$ cat src/rtl/call_stack_pkg.sv
// Shared CPU constants and the call-stack operation decode.
// Pure declarations; no state, no latency, no backpressure.
package call_stack_pkg;

  localparam int PC_WIDTH    = 12;
  localparam int STACK_DEPTH = 8;

  typedef enum logic [1:0] {
    OP_NONE,
    OP_PUSH,
    OP_POP,
    OP_REPLACE
  } stack_op_e;

  // push+pop on an empty stack degrades to a plain push (no underflow).
  function automatic stack_op_e decode_op(input logic push, input logic pop, input logic empty);
    if (push && pop && !empty) return OP_REPLACE;
    if (push)                  return OP_PUSH;
    if (pop)                   return OP_POP;
    return OP_NONE;
  endfunction

endpackage

$ cat src/rtl/stack_ram.sv
// Return-address storage: one synchronous write port, one asynchronous read port.
// Write lands one cycle after we; read is combinational; never stalls.
module stack_ram #(
  parameter int WIDTH = 12,
  parameter int DEPTH = 8
) (
  input  logic                     clk,
  input  logic                     we,
  input  logic [$clog2(DEPTH)-1:0] waddr,
  input  logic [WIDTH-1:0]         wdata,
  input  logic [$clog2(DEPTH)-1:0] raddr,
  output logic [WIDTH-1:0]         rdata
);

  logic [WIDTH-1:0] mem [DEPTH];

  always_ff @(posedge clk) begin
    if (we) mem[waddr] <= wdata;
  end

  assign rdata = mem[raddr];

endmodule

$ cat src/rtl/call_stack.sv
// Return-address stack with checkpoint/restore for speculative paths; 1-cycle update.
// No backpressure: pushes when full wrap or are dropped, pops when empty are dropped; flags are sticky.
module call_stack
  import call_stack_pkg::*;
#(
  parameter int WIDTH = PC_WIDTH,
  parameter int DEPTH = STACK_DEPTH,
  parameter bit WRAP  = 1'b0
) (
  input  logic                       clk,
  input  logic                       rst,
  input  logic                       en,
  input  logic                       push,
  input  logic [WIDTH-1:0]           push_data,
  input  logic                       pop,
  input  logic                       ckpt,
  input  logic                       restore,
  output logic [WIDTH-1:0]           top,
  output logic [$clog2(DEPTH):0]     count,
  output logic                       empty,
  output logic                       full,
  output logic                       overflow,
  output logic                       underflow
);

  localparam int AW = $clog2(DEPTH);
  localparam int CW = AW + 1;
  localparam logic [AW-1:0] SP_RST = AW'(DEPTH - 1);
  localparam logic [CW-1:0] CNT_MAX = CW'(DEPTH);

  logic [AW-1:0]    sp, sp_n, snap_sp, waddr;
  logic [CW-1:0]    cnt_n, snap_cnt;
  logic             we, ovf_set, unf_set;
  logic [WIDTH-1:0] rdata;
  stack_op_e        op;

  assign empty = (count == '0);
  assign full  = (count == CNT_MAX);
  assign top   = empty ? '0 : rdata;
  assign op    = decode_op(push, pop, empty);

  always_comb begin
    sp_n    = sp;
    cnt_n   = count;
    we      = 1'b0;
    waddr   = sp + 1'b1;
    ovf_set = 1'b0;
    unf_set = 1'b0;
    if (en) begin
      if (restore) begin
        sp_n  = snap_sp;
        cnt_n = snap_cnt;
      end else begin
        unique case (op)
          OP_REPLACE: begin
            we    = 1'b1;
            waddr = sp;
          end
          OP_PUSH: begin
            if (!full) begin
              we    = 1'b1;
              sp_n  = sp + 1'b1;
              cnt_n = count + 1'b1;
            end else begin
              // Full: the slot above sp is the oldest entry when wrapping.
              ovf_set = 1'b1;
              if (WRAP) begin
                we   = 1'b1;
                sp_n = sp + 1'b1;
              end
            end
          end
          OP_POP: begin
            if (!empty) begin
              sp_n  = sp - 1'b1;
              cnt_n = count - 1'b1;
            end else begin
              unf_set = 1'b1;
            end
          end
          default: ;
        endcase
      end
    end
  end

  always_ff @(posedge clk or negedge rst) begin
    if (!rst) begin
      sp        <= SP_RST;
      count     <= '0;
      snap_sp   <= SP_RST;
      snap_cnt  <= '0;
      overflow  <= 1'b0;
      underflow <= 1'b0;
    end else begin
      sp        <= sp_n;
      count     <= cnt_n;
      overflow  <= overflow | ovf_set;
      underflow <= underflow | unf_set;
      // Snapshot captures the post-update pointer; restore wins over ckpt.
      if (en && ckpt && !restore) begin
        snap_sp  <= sp_n;
        snap_cnt <= cnt_n;
      end
    end
  end

  stack_ram #(
    .WIDTH (WIDTH),
    .DEPTH (DEPTH)
  ) u_ram (
    .clk   (clk),
    .we    (we),
    .waddr (waddr),
    .wdata (push_data),
    .raddr (sp),
    .rdata (rdata)
  );

endmodule

$ cat config.mk
export PLATFORM = sky130hd
export DESIGN_NAME = call_stack
export DESIGN_NICKNAME = d
export VERILOG_FILES = /design/src/rtl/call_stack_pkg.sv /design/src/rtl/stack_ram.sv /design/src/rtl/call_stack.sv
export SDC_FILE = /design/constraint.sdc
export NUM_CORES = 1
export LEC_CHECK = 0
export CORE_MARGIN = 2
export CORE_UTILIZATION = 40
export DETAILED_ROUTE_END_ITERATION = 8
export GPL_ROUTABILITY_DRIVEN = 0
export PLACE_DENSITY = 0.66
export REMOVE_ABC_BUFFERS = 1
export SLEW_MARGIN = 20
export SYNTH_ARGS = -nofsm -noshare
export SYNTH_HDL_FRONTEND = slang
export SYNTH_SLANG_ARGS = --single-unit
$ cat constraint.sdc
create_clock -name clk -period 3 [get_ports clk]
set_input_delay 0.9 -clock clk [delete_from_list [all_inputs] [get_ports clk]]
set_output_delay 0.9 -clock clk [all_outputs]
set_load 0.03 [all_outputs]
# After elaboration in Yosys (flattened, before gate mapping)
# Memory sizes are Yosys's and may differ from the RTL's.
# Index checks and enable logic that the tools add are counted.
# word_totals
register_bits	16
ramBits	96
in_bits	19
out_inout_bits	20
memories	1
wordCells	64
# op_classes
n_addsub	4
reduce_logical	7
n_mux	40
n_eq_ne	4
bitwise	2
# memory_table
name	depth	word_bits	rd	rd_ports_with_merged_regs	wr	line_no	text
u_ram.mem	8	12	1	0	1	stack_ram.sv:15	logic [WIDTH-1:0] mem [DEPTH];
# ops
op	count
3-bit two-way mux	7
1-bit two-way mux	19
4-bit two-way mux	4
12-bit two-way mux	1
2-bit two-way mux	6
4-bit case mux with 2 select lines	1
3-bit case mux with 2 select lines	1
4-bit by 1-bit adder with 4-bit output (second input constant)	1
2-bit == test (second input constant)	2
4-bit == test (second input constant)	1
1-bit logical AND	4
4-bit logical NOT	1
4-bit by 1-bit subtractor with 4-bit output (second input constant)	1
3-bit by 1-bit adder with 3-bit output (second input constant)	1
3-bit by 1-bit subtractor with 3-bit output (second input constant)	1
2-bit by 1-bit == test with 1-bit output (second input constant)	1
1-bit logical NOT	2
1-bit OR	2
1-bit case mux with 2 select lines	1

# Longest topological paths before layout
# depth
depth_word	16
mapped_depth	9
mapped_depth_nobuf	8

# Modules after synthesis
# Synthesis repeated with hierarchy kept, for this count alone.
# unflattened
cells_unflattened	291
hier_area_um2	4919.7
# by_module_without_submodules
mod	seq_area_each_um2	area_each_um2	instances	cells_each
stack_ram	2882.8	3747.3	1	152
call_stack	407.9	1172.4	1	139

# Worst setup path before layout
# No wires, ideal clock.
# synth_timing
kind	register to output
from	register count[0]
to	output top[10]
stages_incl_launch_ff	8
t_required_ns	2.100
n_path_buf	2
t_arrival_ns	2.250
slack_ns	-0.150
path_cell_list	dfrtp_1 -> inv_1 -> ha_1 -> or3b_1 -> clkbuf_8 -> clkinv_2 -> clkbuf_1 -> a21oi_1
# synth_via
elab_chain_len	2
# synth_lines
item	line_no	text
from (decl)	call_stack.sv:19	output logic [$clog2(DEPTH):0] count,
from (signal assigned)	call_stack.sv:97	count <= cnt_n;
4-bit logical NOT	call_stack.sv:37	assign empty = (count == '0);
named net empty	call_stack.sv:20	output logic empty,
12-bit two-way mux	call_stack.sv:39	assign top = empty ? '0 : rdata;
to (decl)	call_stack.sv:18	output logic [WIDTH-1:0] top,
# The timed path passes the listed nets, and every way through them passes these cells.

# Final worst setup path
# layout_timing
from	register sp[0]
to	output top[9]
# layout_via
elab_chain_len	2
# layout_lines
item	line_no	text
from (decl)	call_stack.sv:31	logic [AW-1:0] sp, sp_n, snap_sp, waddr;
from (signal assigned)	call_stack.sv:96	sp <= sp_n;
memory read 8 x 12 bit	-	
12-bit two-way mux	call_stack.sv:39	
# Every way passes these cells.

==> results.md <==
- Via count normalized by instance count: 5.49
- Category of the worst setup path launch point: flip-flop
- Initial DRT Pass Iterations: 5
- Number of levels in the clock H-tree: 3
- Max clock buf depth: 2
- Starting density of the core: 40.6%
- Clock transition at the register clock pins on the worst setup and hold paths after CTS: 0.08 ns
- Length in cells of the worst reg-to-reg path: 9
- RSZ-0062 raised after global routing: false
- Final Routed Wirelength: 10100 um
- Status: finished, final reports clean
- Max FO, Critical Path: 9
- Standard cell area after detailed placement: 0.00547 sq mm
- Count of hold buffers inserted by post-cts repair: 0
- Mapped Avg Cell Area: 15.6 sq um
- Data required time of the worst path: 2.10 ns
- Flop and latch count out of synthesis: between 100 and 150
- Horizontal die dimension: around 110 um
- Placement Rows: 40
- Final Critical Period: 2.92 ns
- Average wire per cell in the routed design: 19.4 um
- Worst min path class: flip-flop to flip-flop
- Capture instance of the worst register-to-register path: u_ram.mem[2][0]$_DFFE_PP_
- Hold path startpoint: overflow$_DFF_PN0_
- Critical path data arrival time: 2.02 ns
- Synthesized instance count: 309
- Headroom to the max-slew limit: 50.5%
- Max-Cap Viols: 0
- DIE HEIGHT: about 110 um
- Worst setup path category: flip-flop to primary output
- Clock latency on the worst-skew pair: 0.35 ns
- Number of unique standard cell types used by synthesis: 50
- Slew of the pin with the lowest slew margin: between 0.7 and 0.8 ns
- Via count: 2848
- Number of clock sinks: 112
- Yosys warnings: 0
- Design Area, Final: just under 0.006 sq mm
- Fraction of final layout cells with drive strength greater than 1: 26.1%
- Register-to-register setup slack: 0.48 ns
- Worst-case hold path end point: overflow$_DFF_PN0_
- Largest area contributor in the synthesized netlist: sky130_fd_sc_hd__edfxtp_1
- Final setup viols: 0
- Core region area: 0.0119 sq mm
- Layout area overhead: 19.7%
- Total count of max-transition violations in the final report: 0
- P per Cell Area: 731 mW/mm^2
- Hold WS: 0.467 ns
- Kind of end point of the critical path: primary output
- Hold Vio Cnt, Final: 0
- Die Outline Area: 0.0129 sq mm
- Detailed-route DRC error count: 0
- Clock root buffer: sky130_fd_sc_hd__clkbuf_16
- Initial antenna violation count: 0
- Post-CTS Repair Setup Buffers: 0
- Final Total Pwr: 0.00421 W
- Global Route Usage Sum: 16.4%
- Total standard cell area after synthesis: 0.00481 sq mm
- Inserted Diodes: 0
- Portion of the post-synthesis area used by sequential elements: between 60 and 70%
- Static leakage: 2.03 nW
- Num ports: 39
- Number of CTS-inserted buffers: 9
- Number of input and output port buffers inserted: 38
- Clock tree from TritonCTS: built
- Setup skew after layout: 0.00677 ns
- Most frequently used flop master after synthesis: sky130_fd_sc_hd__edfxtp_1
- Max Freq: around 0.34 GHz
- Via count of the first global-routing pass: ~2800
- Hold depth: 1
- Detailed placer's ending HPWL: 6430 um
- Worst-case vdd ir drop: 0.449 mV
- Pin count of the biggest net entering global routing: 30
- Launch point of the worst reg-to-reg path: count[0]$_DFF_PN0_
- Global route total overflow: 0
- Top-count cell post-synth: sky130_fd_sc_hd__edfxtp_1
- Most area-consuming cells after synthesis: sky130_fd_sc_hd__edfxtp_1 (60%), sky130_fd_sc_hd__mux4_2 (11%), sky130_fd_sc_hd__dfrtp_1 (5.2%)
- Async set or reset register ratio after synthesis: approximately 14%
- Final period utilization: 97.2%
- Final ANT Viol Nets: 0
- Iter 0 DRT Violations: around 260
- Wire length of the first global-routing pass: ~16000 um
- Net count of the finished layout: 390
- Post-synth top area share: approximately 60%
- Number of enable-type register cells in the synthesized netlist: 96
- Commonest cells in the netlist: sky130_fd_sc_hd__edfxtp_1 (96), sky130_fd_sc_hd__nand2_1 (44), sky130_fd_sc_hd__mux4_2 (24)
==> cell usage in the layout (no fill, tap or decap), drive strengths merged, types with 2 or more instances in the layout <==
cell type,n
edfxtp,96
nand2,45
buf,39
mux4,24
clkdlybuf4s50,24
a21oi,17
o21ai,15
nor2,14
inv,12
dfrtp,10
clkbuf,9
dfstp,6
nand3,5
mux2i,5
clkinv,5
a31oi,4
ha,4
o22ai,3
a31o,3
nor2b,3
and3b,2
a22oi,2
xor2,2
nor3,2
and3,2
==> worst max-delay path by stage <==
stage | startpoint | endpoint | slack [ns] | cells past startpoint
floorplan | count[0]$_DFF_PN0_ | top[0] | -0.08 | 5
global placement | push | u_ram.mem[3][8]$_DFFE_PP_ | 0.10 | 6
detailed placement | push | u_ram.mem[3][8]$_DFFE_PP_ | 0.02 | 6
CTS | count[0]$_DFF_PN0_ | top[6] | 0.009 | 6
global route | sp[0]$_DFF_PN1_ | top[1] | 0.005 | 5
finish | sp[0]$_DFF_PN1_ | top[9] | 0.08 | 5
==> logic make-up after synthesis <==
group                      share of synthesized area [%]
AOI/OAI and AO/OA                                   6.97
xor gates and xnor gates                           0.546
adders and majority gates                           1.04
buffers and inverters                               2.94
DFF                                                 68.4
muxes                                               12.5
and+or+nand+nor                                     7.64
==> state kept, by name, summed over array words and instances (netlist names) <==
signal	count
overflow	1
underflow	1
count	4
snap_sp	3
sp	3
snap_cnt	4
u_ram.mem	96
==> per-stage QoR <==
stage	instances	setup TNS (ns)	utilization, %	worst slack, ns
after floorplan	292	-0.939	-	-0.0783
after global placement	503	0	46.1	0.103
after detailed placement	503	0	46.1	0.0228
after CTS	519	0	48.5	0.00946
after global routing	519	0	48.6	0.00507
final	519	0	48.6	0.0840
==> cell type report <==
type,count,area (sq um)
clock buffers,9,225
clock inverters,7,65.1
fillers,962,6100
inverters,11,46.3
multi-input cells,169,1380
flip-flops and latches,112,3290
well taps,147,184
repair buffers,64,567
==> what timing repair did <==
| item | in CTS | in global routing |
|---|---|---|
| endpoints found under the setup margin | 1 | 13 |
| resized for setup | 1 | 3 |
| pin swaps | 0 | 0 |
==> where the power goes <==
part / total, W / internal [W] / switching (W)
sequential: 0.00185 / 0.00180 / 0.0000509
combinational: 0.00121 / 0.000525 / 0.000685
clock: 0.00114 / 0.000580 / 0.000565
==> metal layers <==
metal | up-vias | global-route usage, % | routed length (um)
li1 | 1300 | - | -
met1 | 1425 | 21.7 | 4150
met2 | 108 | 26.7 | 5000
met3 | 15 | 4.04 | 696
met4 | 0 | 5.93 | 201
met5 | - | 0 | 0
==> worst max-delay path, stage by stage, from the launching register on <==
cell                      delay (ns)
sky130_fd_sc_hd__dfstp_2        0.56
sky130_fd_sc_hd__buf_4          0.25
sky130_fd_sc_hd__mux4_2         0.53
sky130_fd_sc_hd__nand2_1        0.08
sky130_fd_sc_hd__a21oi_1        0.07
sky130_fd_sc_hd__buf_4          0.17
Power figures use the tool's default switching activity.
